### src/rtl/dm_port_arbiter.sv
// Data-memory port arbiter: the core owns the port by default, and a DMA burst
// engine steals idle cycles. A forced DMA beat is taken after MAX_WAIT consecutive lost cycles.
module dm_port_arbiter #(
    parameter int DMA_SIZE = 16,
    parameter int DMD_SIZE = 16,
    parameter int MAX_WAIT = 4
) (
    input  logic                clk,
    input  logic                reset,
    input  logic                ps_dm_cslt,
    input  logic                ps_dm_wrb,
    input  logic [DMA_SIZE-1:0] dg_dm_add,
    input  logic [DMD_SIZE-1:0] bc_dt,
    input  logic                dma_req,
    input  logic                dma_wrb,
    input  logic [DMA_SIZE-1:0] dma_add,
    input  logic [3:0]          dma_len,
    input  logic [DMD_SIZE-1:0] dma_wdt,
    input  logic [DMD_SIZE-1:0] dm_rd_dt,
    output logic                arb_dm_cslt,
    output logic                arb_dm_wrb,
    output logic [DMA_SIZE-1:0] arb_dm_add,
    output logic [DMD_SIZE-1:0] arb_dm_wdt,
    output logic                arb_stallb,
    output logic                dma_gnt,
    output logic                dma_beat,
    output logic                dma_rvld,
    output logic [DMD_SIZE-1:0] dma_rdt,
    output logic                dma_done
);

    typedef enum logic {IDLE, RUN} state_t;

    state_t              state, state_nxt;
    logic [DMA_SIZE-1:0] cur_add, cur_add_nxt;
    logic [3:0]          beats_left, beats_left_nxt;
    logic                dir, dir_nxt;
    logic [3:0]          wait_cnt, wait_cnt_nxt;
    logic                rvld_q, done_q, done_set;
    logic                force_beat;
    logic                core_sel;

    assign force_beat = (wait_cnt == 4'(MAX_WAIT));
    // Outputs are held at their idle values while reset is asserted, whatever the inputs do.
    assign core_sel   = reset & ps_dm_cslt;

    assign dma_rvld = reset & rvld_q;
    assign dma_rdt  = (reset & rvld_q) ? dm_rd_dt : '0;
    assign dma_done = reset & done_q;

    always_comb begin
        // NOTE: every signal driven here gets a default first so no path leaves it
        // unassigned; a missing default would infer a latch.
        state_nxt      = state;
        cur_add_nxt    = cur_add;
        beats_left_nxt = beats_left;
        dir_nxt        = dir;
        wait_cnt_nxt   = wait_cnt;
        done_set       = 1'b0;
        dma_gnt        = 1'b0;
        dma_beat       = 1'b0;
        arb_stallb     = 1'b1;
        arb_dm_cslt    = core_sel;
        arb_dm_wrb     = core_sel ? ps_dm_wrb : 1'b1;
        arb_dm_add     = core_sel ? dg_dm_add : '0;
        arb_dm_wdt     = core_sel ? bc_dt : '0;

        if (reset) begin
            case (state)
                IDLE: begin
                    dma_gnt = dma_req;
                    if (dma_req) begin
                        cur_add_nxt    = dma_add;
                        beats_left_nxt = dma_len;
                        dir_nxt        = dma_wrb;
                        wait_cnt_nxt   = 4'd0;
                        state_nxt      = RUN;
                    end
                end
                RUN: begin
                    arb_stallb = ~(ps_dm_cslt & force_beat);
                    if (ps_dm_cslt && !force_beat) begin
                        wait_cnt_nxt = (wait_cnt == 4'hF) ? 4'hF : wait_cnt + 4'd1;
                    end else begin
                        // DMA beat: the port is taken from the core for this cycle.
                        dma_beat     = 1'b1;
                        arb_dm_cslt  = 1'b1;
                        arb_dm_wrb   = dir;
                        arb_dm_add   = cur_add;
                        arb_dm_wdt   = dma_wdt;
                        cur_add_nxt  = cur_add + 1'b1;
                        wait_cnt_nxt = 4'd0;
                        if (beats_left == 4'd0) begin
                            state_nxt = IDLE;
                            done_set  = 1'b1;
                        end else begin
                            beats_left_nxt = beats_left - 4'd1;
                        end
                    end
                end
                default: state_nxt = IDLE;
            endcase
        end
    end

    // NOTE: sequential state uses non-blocking assignments, and reset is sampled on the clock edge.
    always_ff @(posedge clk) begin
        if (!reset) begin
            state      <= IDLE;
            cur_add    <= '0;
            beats_left <= 4'd0;
            dir        <= 1'b0;
            wait_cnt   <= 4'd0;
            rvld_q     <= 1'b0;
            done_q     <= 1'b0;
        end else begin
            state      <= state_nxt;
            cur_add    <= cur_add_nxt;
            beats_left <= beats_left_nxt;
            dir        <= dir_nxt;
            wait_cnt   <= wait_cnt_nxt;
            rvld_q     <= dma_beat & dir;
            done_q     <= done_set;
        end
    end

endmodule
### config.mk
export PLATFORM = sky130hd
export DESIGN_NAME = dm_port_arbiter
export DESIGN_NICKNAME = d
export VERILOG_FILES = /design/src/rtl/dm_port_arbiter.sv
export SDC_FILE = /design/constraint.sdc
export NUM_CORES = 1
export LEC_CHECK = 0
export ABC_AREA = 1
export BUFFER_PORTS_ARGS = -buffer_cell sky130_fd_sc_hd__buf_2
export CORE_AREA = 2 2 81 83
export DETAILED_ROUTE_END_ITERATION = 10
export DIE_AREA = 0 0 83 85
export GPL_ROUTABILITY_DRIVEN = 0
export PLACE_DENSITY_LB_ADDON = 0.3
export SLEW_MARGIN = 20
export SYNTH_ARGS = -nofsm -noshare
export SYNTH_HDL_FRONTEND = slang
export SYNTH_SLANG_ARGS = --single-unit
### constraint.sdc
create_clock -name clk -period 2.55 [get_ports clk]
set_input_delay 0.51 -clock clk [delete_from_list [all_inputs] [get_ports clk]]
set_output_delay 0.51 -clock clk [all_outputs]
set_load 0.01 [all_outputs]
* Word level (Yosys, flattened, before mapping)
Index checks and enable logic that the tools add are counted.
** Operators by class
- Equal/unequal tests :: 5
- Reductions and logical operators :: 7
- Multipliers :: 0
- $add $sub $neg :: 3
- Bitwise gates (word level) :: 8
- $lt $le $gt $ge :: 0
- Div/mod/pow operators :: 0
- Shift operators :: 0
- Mux-type cells :: 39
** Operators with widths (number)
- $mux W16 :: 11
- $pmux W16 S2 :: 1
- $mux W4 :: 6
- $mux W1 :: 18
- $add A16 B1 Y16 const B :: 1
- $pmux W4 S2 :: 2
- $ne A2 B2 Y1 const B :: 3
- $and A1 B1 Y1 :: 5
- $add A4 B1 Y4 const B :: 1
- $eq A4 B3 Y1 const B :: 1
- $eq A4 B4 Y1 const B :: 1
- $logic_not A4 Y1 :: 1
- $reduce_and A2 Y1 :: 2
- $sub A4 B1 Y4 const B :: 1
- $not A1 Y1 :: 3
- $reduce_and A3 Y1 :: 1
- $reduce_or A3 Y1 :: 1
- $pmux W1 S2 :: 1
- $logic_and A1 B1 Y1 :: 1
- $logic_not A1 Y1 :: 1
** Storage, ports and cells
- Latch bits :: 0
- Register bits :: 28
- Bits in writable memories :: 0
- ROM bits :: 0
- Output and inout port bits :: 55
- Logic and storage cells :: 69
- Memories kept :: 0

* Longest topological paths before layout
Gate-level depths: netlist of the first run.
- Depth after elaboration :: 7
- Depth in mapped cells :: 11
- Mapped depth without buffers :: 10

* Worst setup path after synthesis of the first run
No wires, ideal clock.
- Path type :: register to output
- From :: register wait_cnt[0]
- To :: output arb_dm_add[10]
- Setup slack :: 0.653 ns
- Arrival :: 1.387 ns
- Path buffers :: 1
- Stages on the path, launching flop included :: 8
- Path through :: dfxtp_1 inv_1 ha_1 nand3_4 a21oi_4 buf_4 a21oi_1 a211oi_1
** Between the ends
- Cells in the longest elaborated chain, start to end :: 6
** Ends and longest elaborated chain
- from (decl) :: RTL line 38 : logic [3:0] wait_cnt, wait_cnt_nxt;
- from (signal assigned) :: RTL line 121 : wait_cnt <= wait_cnt_nxt;
- $eq A4 B3 Y1 :: RTL line 43 : assign force_beat = (wait_cnt == 4'(MAX_WAIT));
- $logic_not A1 Y1 :: RTL line 82 : if (ps_dm_cslt && !force_beat) begin
- $logic_and A1 B1 Y1 :: RTL line 82
- $mux W16 :: RTL line 82
- $mux W16 :: RTL line 69 : case (state)
- $mux W16 :: RTL line 68 : if (reset) begin
- to (decl) :: RTL line 22 : output logic [DMA_SIZE-1:0] arb_dm_add,
No other way between the ends.

* Final worst setup path of the first run
- From :: register wait_cnt[1]
- To :: output arb_dm_add[10]
The elaborated chain is that of the path after synthesis.

==> summary.md, run 1 <==
| Metric | Value |
|---|---|
| CTS buffer count | 3 |
| Mapped Area | 2380 sq um |
| Synth-to-layout area growth | 39.2% |
| Grt ovf | 0 |
| Global-route wire length before repair | 12.6 mm |
| Req. time, crit path | 2040 ps |
| Crit path kind | reg2out |
| Top cell type's share of synthesized area | 0.236 |
| Ys async rst share | 0 |
| CTS tree | done |
| Fill count | 653 |
| Clk_skew | about 4.5 ps |
| Count leader, synth | nand2_1 |
| Most used DFF post-synth | dfxtp_1 |
| Post-synth top cells | nand2_1 (86), nor2_1 (63), inv_1 (49) |
| Final Hold Viols | 0 |
| PnR worst setup slack | between 150 and 200 ps |
| Clock transition at the registers of the reported paths | 100 ps |
| Post-synth net total | around 500 |
| Row count | 29 |
| Port bufs | approximately 140 |
| Vias in the first global route | 2863 |
| Crit path capture type | output port |
| Fmax | between 400 and 500 MHz |
| Post-synthesis mux area share | 0 |
| Ys Warns | 0 |
| Initial Util | 0.384 |
| Detailed Place HPWL | 5.97 mm |
| Cells after Synth | roughly 400 |
| PwrDens | 399 nW/um^2 |
| Total wire length | 7.88 mm |
| Share of layout cells above drive strength 1 | 0.331 |
| Sequential element share of the synthesized area | 0.236 |
| Core ar. | 6200 sq um |
| Worst hold-check path type | reg2reg |
| 1st-iter DRT viols | between 150 and 200 |
| CTS Buffer Depth | 2 |
| Initial antenna violation count | 0 |
| Synthesized flop and latch total | 28 |
| First drt pass iteration count | 4 |
| Hold buffer count at CTS | 0 |
| H-tree depth | 1 |
| Per-cell routed wire length | 12.8 um |
| Slew margin rel. | 0.502 |
| Setup WS pre-CTS | 343 ps |
| Syn Area/Cell | just under 6 sq um |
| Global Route Usage Sum | 0.211 |
| Peak VDD IR | 0.287 mV |
| Fin crit period | 2380 ps |
| Pleak | 1.71 nW |
| Design Power | around 1.3 mW |
| Synth top area cells | dfxtp_1 (24%), nand2_1 (14%), nor2_1 (9.9%) |
| CP Launch Type | register |
| I/O Pins | 145 |
| Antenna viol nets, final | 0 |
| Count of final setup violators | 0 |
| Post-synth EDFFs | 0 |
| Outcome | complete, no violations |
| Layout Nets | 635 |
| Full die area | 7060 sq um |
| Clk sinks | 28 |
| Largest family of logic cells by synthesized area | simple AND/OR/NAND/NOR gates |
| Max Cap Violations | 0 |
| Adder-cell share of the synthesized area | 0.0210 |
| Routed vias | 3080 |
| Clk_lat worst skew | 280 ps |
| Slew Viols, Final | 0 |
| DR vias/cell | roughly 5.0 |
| Cell variety after synth | 33 |
| Largest net degree at the start of global routing | 28 |
| Die height | 85 um |
| Worst Max-Slew Pin Slew | 746 ps |
| Residual DRC count | 0 |
| Diodes inserted | 0 |
| Post-synthesis compound-gate area fraction | 0.266 |
| Die Wd | approximately 83 um |
| Simple-gate portion of the synthesized area | 0.337 |
| Fin crit share | 0.933 |
| XOR/XNOR Fraction of Synth Area | 0.00736 |
| Yosys top cell by area | dfxtp_1 |
| Crit path DAT | 1870 ps |
| Crit Path Max Fanout | 7 |
| Clock Tree Root | clkbuf_8 |
[worst max-delay path: stages (launching register included)]
cell and delay [ps]:
dfxtp_1 340, inv_1 110, ha_4 150, nand3_4 100, a21oi_4 200, buf_12 150, buf_12 120, a21oi_1 40
a211oi_1 200, buf_2 170
[state kept, by name, summed over array words and instances (netlist names)]
signal	cells
beats_left	4
state	1
rvld_q	1
dir	1
cur_add	16
wait_cnt	4
done_q	1
[kinds of logic after synthesis]
kind of cell	count (synthesis)
xor gates and xnor gates	2
buffers and inverters	75
and+or+nand+nor	188
DFF	28
AOI/OAI and AO/OA	105
adders and majority gates	4
[where the power goes]
| part | internal, mW | switching (mW) | leakage (nW) |
|---|---|---|---|
| Combinational | 0.193 | 0.254 | 1.44 |
| Sequential | 0.476 | 0.0411 | 0.231 |
| Clock | 0.211 | 0.147 | 0.0357 |
[routing by layer]
| layer | wire (um) | global-route usage | part of all wire |
|---|---|---|---|
| met1 | 3260 | 0.254 | 0.41 |
| met2 | 3940 | 0.383 | 0.50 |
| met3 | 614 | 0.0409 | 0.078 |
| met4 | 72 | 0.0551 | 0.0091 |
| met5 | 0 | 0 | 0 |
[final timing paths]
check	startpoint	end	slack (ps)	cells past startpoint
min reg2reg	beats_left[1]$_SDFFE_PN0P_	beats_left[1]$_SDFFE_PN0P_	480	2
min	beats_left[1]$_SDFFE_PN0P_	beats_left[1]$_SDFFE_PN0P_	480	2
max	wait_cnt[1]$_SDFFE_PN0P_	arb_dm_add[10]	170	9
max reg2reg	wait_cnt[1]$_SDFFE_PN0P_	beats_left[0]$_SDFFE_PN0P_	800	9
[cells in the final DEF (no fill, tap or decap), types with 2 or more instances in the layout]
cell         n
clkbuf_16    2
a31oi_1      2
nand2_1     86
nor3_1       3
or2_2        2
o21ai_0     36
buf_2      144
nand3_1     24
a22oi_1      3
nor2_2       2
a211oi_1    11
a32o_1       8
buf_4        7
inv_2        4
nand2_4      4
inv_1       49
a21oi_1     38
nor2_1      63
clkbuf_8     3
dfxtp_1     27
buf_12       2
nand4_1      2
xor2_1       2
a21oi_2      2
ha_1         3
[stage by stage]
stage          instance area [sq um]  TNS, ps  std cells  utilization  hold slack, ps
6_report                        3310        0        617        0.534             483
5_1_grt                         3310    -5.59        617        0.534             502
4_1_cts                         3210        0        612        0.518             484
3_5_place_dp                    3140        0        608        0.506             471
3_3_place_gp                    3140        0        608        0.506             459
2_1_floorplan                   2380        0        402            -             431
[final cells by class]
cell class                 instances  area (sq um)  share of cell area
sequential                        28           562               0.170
inverter                          54           205              0.0620
multi-input combinational        299          1510               0.457
clock inverter                     1          30.0             0.00907
tap                               77          96.3              0.0291
timing repair buffer             155           863               0.261
clock buffer                       3          41.3              0.0125
[timing repair]
item                                    in CTS  in global routing
buffers inserted                             0                  3
endpoints found under the setup margin       0                 19
hold endpoints to repair                     0                  0
resized for setup                            0                  3
Note: power is estimated with default switching activity, not from simulation.
==> run 2: changes to the inputs <==
--- a/config.mk
+++ b/config.mk
@@ -11,6 +11,7 @@
 export DETAILED_ROUTE_END_ITERATION = 10
 export DIE_AREA = 0 0 83 85
 export GPL_ROUTABILITY_DRIVEN = 0
+export MAX_ROUTING_LAYER = met4
 export PLACE_DENSITY_LB_ADDON = 0.3
 export SLEW_MARGIN = 20
 export SYNTH_ARGS = -nofsm -noshare
==> run 2 against run 1 <==
  * Final cell count unchanged
  * Sequential share of layout area did not move
  * Worst setup slack worse by 3.0 ps
  * Global-route usage is 0.61 points higher
  * Routed wire length decreased by 0.34%
  * Design area stayed put
  * Largest cell class unchanged
  * Largest power group unchanged
  * Highest routed layer unchanged
==> summary.md, run 2 (synthesis gave the netlist of run 1 again) <==
| Metric | Value |
|---|---|
| CP cell instances | inv_1 -> ha_4 -> nand3_4 -> a21oi_4 -> buf_12 -> buf_12 -> a21oi_1 -> a211oi_1 -> buf_2 (unchanged) |
| Slew margin rel. | 0.496 (was 0.502) |
| Fin crit share | 0.935 (was 0.933) |
| Final non-filler cell area | 3310 sq um (unchanged) |
| Clock Tree Root | clkbuf_8 (unchanged) |
| Worst hold-check path type | in2reg (was reg2reg) |
| H-tree depth | 1 (unchanged) |
| Crit Path Max Fanout | 7 (unchanged) |
| Design Power | 1.32 mW (about the same) |
| Pleak | 1.71 nW (unchanged) |
| Slew Viols, Final | 0 (unchanged) |
| Max reg flops | 16 (unchanged) |
| Global Route Usage Sum | 0.217 (was 0.211) |
| Placed Area | 3140 sq um (unchanged) |
| Synth-to-layout area growth | 39.2% (unchanged) |
| 1st-iter DRT viols | 197 (was 192) |
| Layout Nets | 635 (unchanged) |
| Global-route wire length before repair | 12.6 mm (about the same) |
| Most frequent CP cell | buf_12 (unchanged) |
| PwrDens | 399 nW/um^2 (about the same) |
| DR vias/cell | 5.00 (was 4.99) |
| Port bufs | 144 (unchanged) |
| Fmax | 420 MHz (about the same) |
| Outcome | complete, no violations (unchanged) |
| Diodes inserted | 0 (unchanged) |
| Clk_skew | 4.79 ps (was 4.49 ps) |
| CTS buffer count | 3 (unchanged) |
| CP delay by family, top | buffers and inverters (unchanged) |
| Core ar. | 6200 sq um (unchanged) |
| Multi-input logic area | 1510 sq um (unchanged) |
| Clk sinks | 28 (unchanged) |
| Clk_lat worst skew | 280 ps (about the same) |
| Peak VDD IR | 0.287 mV (about the same) |
| Layout Utilization | 0.534 (unchanged) |
| Antenna viol nets, final | 0 (unchanged) |
| Die Wd | 83 um (unchanged) |
| Initial antenna violation count | 0 (unchanged) |
| Buf+Inv Stages, Crit Path | 4 (unchanged) |
| Fill count | 653 (unchanged) |
| Residual DRC count | 0 (unchanged) |
| Total wire length | 7.86 mm (was 7.88 mm) |
| Storage cell area | 562 sq um (unchanged) |
| Max Cap Violations | 0 (unchanged) |
| Die height | 85 um (unchanged) |
| Req. time, crit path | 2040 ps (about the same) |
| Fin crit period | 2380 ps (about the same) |
| Clock transition at the registers of the reported paths | 100 ps (about the same) |
| CTS Buffer Depth | 2 (unchanged) |
| Share of layout cells above drive strength 1 | 0.331 (unchanged) |
| Final Hold Viols | 0 (unchanged) |
| Count of final setup violators | 0 (unchanged) |
| Routed vias | 3087 (was 3080) |
| Per-cell routed wire length | 12.7 um (was 12.8 um) |
| WHS | 483 ps (about the same) |
| Commonest non-fill, non-tap cell in the layout | buf_2 (unchanged) |
| I/O Pins | 145 (unchanged) |
| First drt pass iteration count | 4 (unchanged) |
| Largest net degree at the start of global routing | 28 (unchanged) |
| Vias in the first global route | 2861 (was 2863) |
| Largest regs | cur_add (16), beats_left (4), wait_cnt (4) (unchanged) |
| CP max stage delay | 340 ps (about the same) |
| CP Launch Type | register (unchanged) |
| Most frequent cells in the layout | buf_2 (144), nand2_1 (86), nor2_1 (63), inv_1 (49), a21oi_1 (38) (unchanged) |
| Initial Util | 0.384 (unchanged) |
| Crit path kind | reg2out (unchanged) |
| Crit path DAT | 1870 ps (about the same) |
| Full die area | 7060 sq um (unchanged) |
| Worst Max-Slew Pin Slew | 756 ps (was 746 ps) |
| Grt ovf | 0 (unchanged) |
| CTS tree | done (unchanged) |
| Detailed Place HPWL | 5.97 mm (unchanged) |
| Largest Register | cur_add (unchanged) |
| Row count | 29 (unchanged) |
| Crit path capture type | output port (unchanged) |
| Slowest stage cell on the critical path | dfxtp_1 (unchanged) |
==> run 2: cell counts in the layout (fill, tap and decap cells not counted) <==
No cell type changed its count.
==> run 2: worst reg2reg max path: cells and delay by family, from the launching register on <==
family / cells / cell delay [ps]
AO/OA/AOI/OAI: 3 / 440
adder cells (fa/ha/maj): 1 / 170
buffers and inverters: 1 / 90
flip-flops: 1 / 370
AND/OR/NAND/NOR: 4 / 610
==> run 2: repair_timing <==
item	4_1_cts	5_1_grt
resized for setup	0	3
hold endpoints to repair	0	0
setup endpoints to repair	0	19
buffers inserted	0	3
hold buffers	0	0
==> run 2: layout make-up <==
type                    count  area share
clock inverters             1     0.00907
well taps                  77      0.0291
clock buffers               3      0.0125
repair buffers            155       0.261
flip-flops and latches     28       0.170
inverters                  54      0.0620
multi-input cells         299       0.457
==> run 2: final timing paths <==
path / startpoint / slack [ps] / end / cells past startpoint
min: dma_add[2] / 480 / cur_add[2]$_SDFFE_PN0P_ / 3
min reg2reg: beats_left[1]$_SDFFE_PN0P_ / 480 / beats_left[1]$_SDFFE_PN0P_ / 2
max reg2reg: wait_cnt[1]$_SDFFE_PN0P_ / 800 / beats_left[0]$_SDFFE_PN0P_ / 9
max: wait_cnt[1]$_SDFFE_PN0P_ / 170 / arb_dm_add[12] / 9
==> run 2: power breakdown <==
group | total (mW) | leakage [nW] | switching (mW) | internal, mW
Clock | 0.357 | 0.0357 | 0.147 | 0.211
Combinational | 0.446 | 1.44 | 0.254 | 0.193
Sequential | 0.517 | 0.231 | 0.0410 | 0.476
Total | 1.32 | 1.71 | 0.442 | 0.879
==> run 2: routing by layer <==
layer,share of wire,track usage
met1,0.42,0.253
met2,0.49,0.384
met3,0.077,0.0409
met4,0.0093,0.0551
met5,0,-
==> run 2: stage by stage <==
stage | worst slack (ps) | setup TNS [ps] | instances
CTS | 91.7 | 0 | 612
global placement | 387 | 0 | 608
detailed placement | 343 | 0 | 608
global route | -5.87 | -5.87 | 617
finish | 167 | 0 | 617
floorplan | 653 | 0 | 402
==> run 3: changes to the inputs <==
--- a/config.mk
+++ b/config.mk
@@ -7,12 +7,13 @@
 export LEC_CHECK = 0
 export ABC_AREA = 1
 export BUFFER_PORTS_ARGS = -buffer_cell sky130_fd_sc_hd__buf_2
-export CORE_AREA = 2 2 81 83
+export CORE_AREA = 2 2 83 85
+export CTS_CLUSTER_SIZE = 30
 export DETAILED_ROUTE_END_ITERATION = 10
-export DIE_AREA = 0 0 83 85
+export DIE_AREA = 0 0 85 87
 export GPL_ROUTABILITY_DRIVEN = 0
 export MAX_ROUTING_LAYER = met4
-export PLACE_DENSITY_LB_ADDON = 0.3
+export PLACE_DENSITY = 0.7
 export SLEW_MARGIN = 20
 export SYNTH_ARGS = -nofsm -noshare
 export SYNTH_HDL_FRONTEND = slang
==> run 3 against run 2 <==
  * Via count grew 0.94%
  * Register-to-register slack worse by 30 ps
  * Total power shrank 5.6%
  * Hold slack worse by 23 ps
  * Combinational power decreased by 0.9%
  * Design area is 1.8% lower
  * Die area increased by 4.8%
  * Sequential power is essentially flat
  * Critical endpoint is now arb_dm_add[10]
  * Highest routed layer unchanged
==> summary.md, run 3 (synthesis gave the netlist of run 1 again) <==
| Metric | Value |
|---|---|
| Outcome | complete, no violations (unchanged) |
| Critical path startpoint | wait_cnt[0]$_SDFFE_PN0P_ (was wait_cnt[1]$_SDFFE_PN0P_) |
| Max Cap Violations | 0 (unchanged) |
| Largest net degree at the start of global routing | 28 (unchanged) |
| Row count | 30 (was 29) |
| Placed cells | 613 (was 608) |
| Per-cell routed wire length | 13.4 um (was 12.7 um) |
| Req. time, crit path | 2040 ps (about the same) |
| Crit path DAT | 1920 ps (was 1870 ps) |
| Detailed Place HPWL | 6.46 mm (was 5.97 mm) |
| Grt ovf | 0 (unchanged) |
| Residual DRC count | 0 (unchanged) |
| Fin crit share | 0.952 (was 0.935) |
| Layout Utilization | 0.495 (was 0.534) |
| Buf+Inv Stages, Crit Path | 3 (was 4) |
| Global Route Usage Sum | 0.217 (about the same) |
| Crit path capture type | output port (unchanged) |
| Most frequent cells in the layout | buf_2 (144), nand2_1 (86), nor2_1 (63), inv_1 (49), a21oi_1 (38) (unchanged) |
| CP Launch Type | register (unchanged) |
| PwrDens | 383 nW/um^2 (was 399 nW/um^2) |
| Final non-filler cell area | 3250 sq um (was 3310 sq um) |
| Slowest stage cell on the critical path | dfxtp_1 (unchanged) |
| Setup TNS | 0 ps (unchanged) |
| HP Start | dir$_SDFFE_PN0N_ (was dma_add[2]) |
| CTS buffer count | 3 (unchanged) |
| Max reg flops | 16 (unchanged) |
| H-tree depth | 1 (unchanged) |
| Clk_lat worst skew | 280 ps (about the same) |
| 1st-iter DRT viols | 158 (was 197) |
| Setup WS pre-CTS | 375 ps (was 343 ps) |
| Clock transition at the registers of the reported paths | 100 ps (about the same) |
| Commonest non-fill, non-tap cell in the layout | buf_2 (unchanged) |
| Slew margin rel. | 0.475 (was 0.496) |
| DR vias/cell | 5.03 (was 5.00) |
| Share of layout cells above drive strength 1 | 0.330 (was 0.331) |
| Routed vias | 3116 (was 3087) |
| CP cell instances | inv_1 -> ha_2 -> nand3_4 -> a21oi_4 -> buf_12 -> a21oi_1 -> a211oi_1 -> buf_2 (was inv_1 -> ha_4 -> nand3_4 -> a21oi_4 -> buf_12 -> buf_12 -> a21oi_1 -> a211oi_1 -> buf_2) |
| Vias in the first global route | 2629 (was 2861) |
| Design Power | 1.25 mW (was 1.32 mW) |
| CTS Buffer Depth | 2 (unchanged) |
| Final Hold Viols | 0 (unchanged) |
| Clock Tree Root | clkbuf_8 (unchanged) |
| CP delay by family, top | compound AO/OA/AOI/OAI gates (was buffers and inverters) |
| Core ar. | 6570 sq um (was 6200 sq um) |
| Largest Register | cur_add (unchanged) |
| Fmax | 412 MHz (was 420 MHz) |
| Clk sinks | 28 (unchanged) |
| Peak VDD IR | 0.333 mV (was 0.287 mV) |
| Layout Nets | 635 (unchanged) |
| Largest regs | cur_add (16), beats_left (4), wait_cnt (4) (unchanged) |
| Die Wd | 85 um (was 83 um) |
| Worst hold-check path type | reg2reg (was in2reg) |
| PnR worst setup slack | 123 ps (was 167 ps) |
| WHS | 460 ps (was 483 ps) |
| Diodes inserted | 0 (unchanged) |
| Fin crit period | 2430 ps (was 2380 ps) |
| First drt pass iteration count | 5 (was 4) |
| CP max stage delay | 350 ps (was 340 ps) |
| Count of final setup violators | 0 (unchanged) |
| Initial Util | 0.362 (was 0.384) |
| Crit path kind | reg2out (unchanged) |
| Reg2reg start | wait_cnt[0]$_SDFFE_PN0P_ (was wait_cnt[1]$_SDFFE_PN0P_) |
| Crit Path Max Fanout | 26 (was 7) |
| I/O Pins | 145 (unchanged) |
| Port bufs | 144 (unchanged) |
| Final non-filler cell total | 620 (was 617) |
| Antenna viol nets, final | 0 (unchanged) |
| CTS tree | done (unchanged) |
| Worst Max-Slew Pin Slew | 787 ps (was 756 ps) |
| Initial antenna violation count | 0 (unchanged) |
| Synth-to-layout area growth | 36.7% (was 39.2%) |
| Pleak | 1.69 nW (was 1.71 nW) |
| Die height | 87 um (was 85 um) |
| Full die area | 7400 sq um (was 7060 sq um) |
| Global-route wire length before repair | 12.8 mm (was 12.6 mm) |
| Slew Viols, Final | 0 (unchanged) |
| Clk_skew | 4.38 ps (was 4.79 ps) |
| Total wire length | 8.30 mm (was 7.86 mm) |
| Placed Area | 3170 sq um (was 3140 sq um) |
run 3: cell types whose count changed in the layout (fill, tap and decap cells not counted):
cell       change
buf_4          +2
clkbuf_16      -2
bufinv_16      -1
clkbuf_8       +1
dfxtp_1        +1
dfxtp_2        -1
ha_2           +1
ha_4           -1
run 3: area by class of cell:
cell class	count	area, sq um
Fill cell	691	3320
Multi-Input combinational cell	299	1500
Timing Repair Buffer	155	828
Sequential cell	28	561
Inverter	54	205
Tap cell	80	100
Clock buffer	4	55.1
run 3: what timing repair did:
action,in CTS,in global routing
gates resized for setup,0,1
endpoints found under the setup margin,0,10
buffers inserted,0,3
endpoints found under the hold margin,0,0
hold buffers,0,0
run 3: worst paths after layout:
path,endpoint,slack (ps),cells past startpoint
max,arb_dm_add[10],120,8
min,rvld_q$_SDFF_PN0_,460,2
max reg2reg,cur_add[14]$_SDFFE_PN0P_,770,10
min reg2reg,rvld_q$_SDFF_PN0_,460,2
run 3: routing by layer:
layer  track usage  vias up  wire length [um]
li1              -     1593                 -
met2         0.347      132              3890
met5             -        -                 0
met3        0.0303       11               585
met1         0.293     1380              3720
met4        0.0433        0                99
run 3: power breakdown:
part | switching [mW] | total, mW | internal, mW
Combinational | 0.257 | 0.442 | 0.185
Clock | 0.149 | 0.288 | 0.139
Sequential | 0.0409 | 0.516 | 0.475
run 3: worst reg2reg max path: stages (launching register included):
cell and delay, ps:
dfxtp_1 390, inv_1 80, ha_2 200, nand3_4 110
nand2_4 80, nand2_4 230, nand2_4 190, inv_4 190
nor2_2 50, nand2_1 80, a21oi_2 50
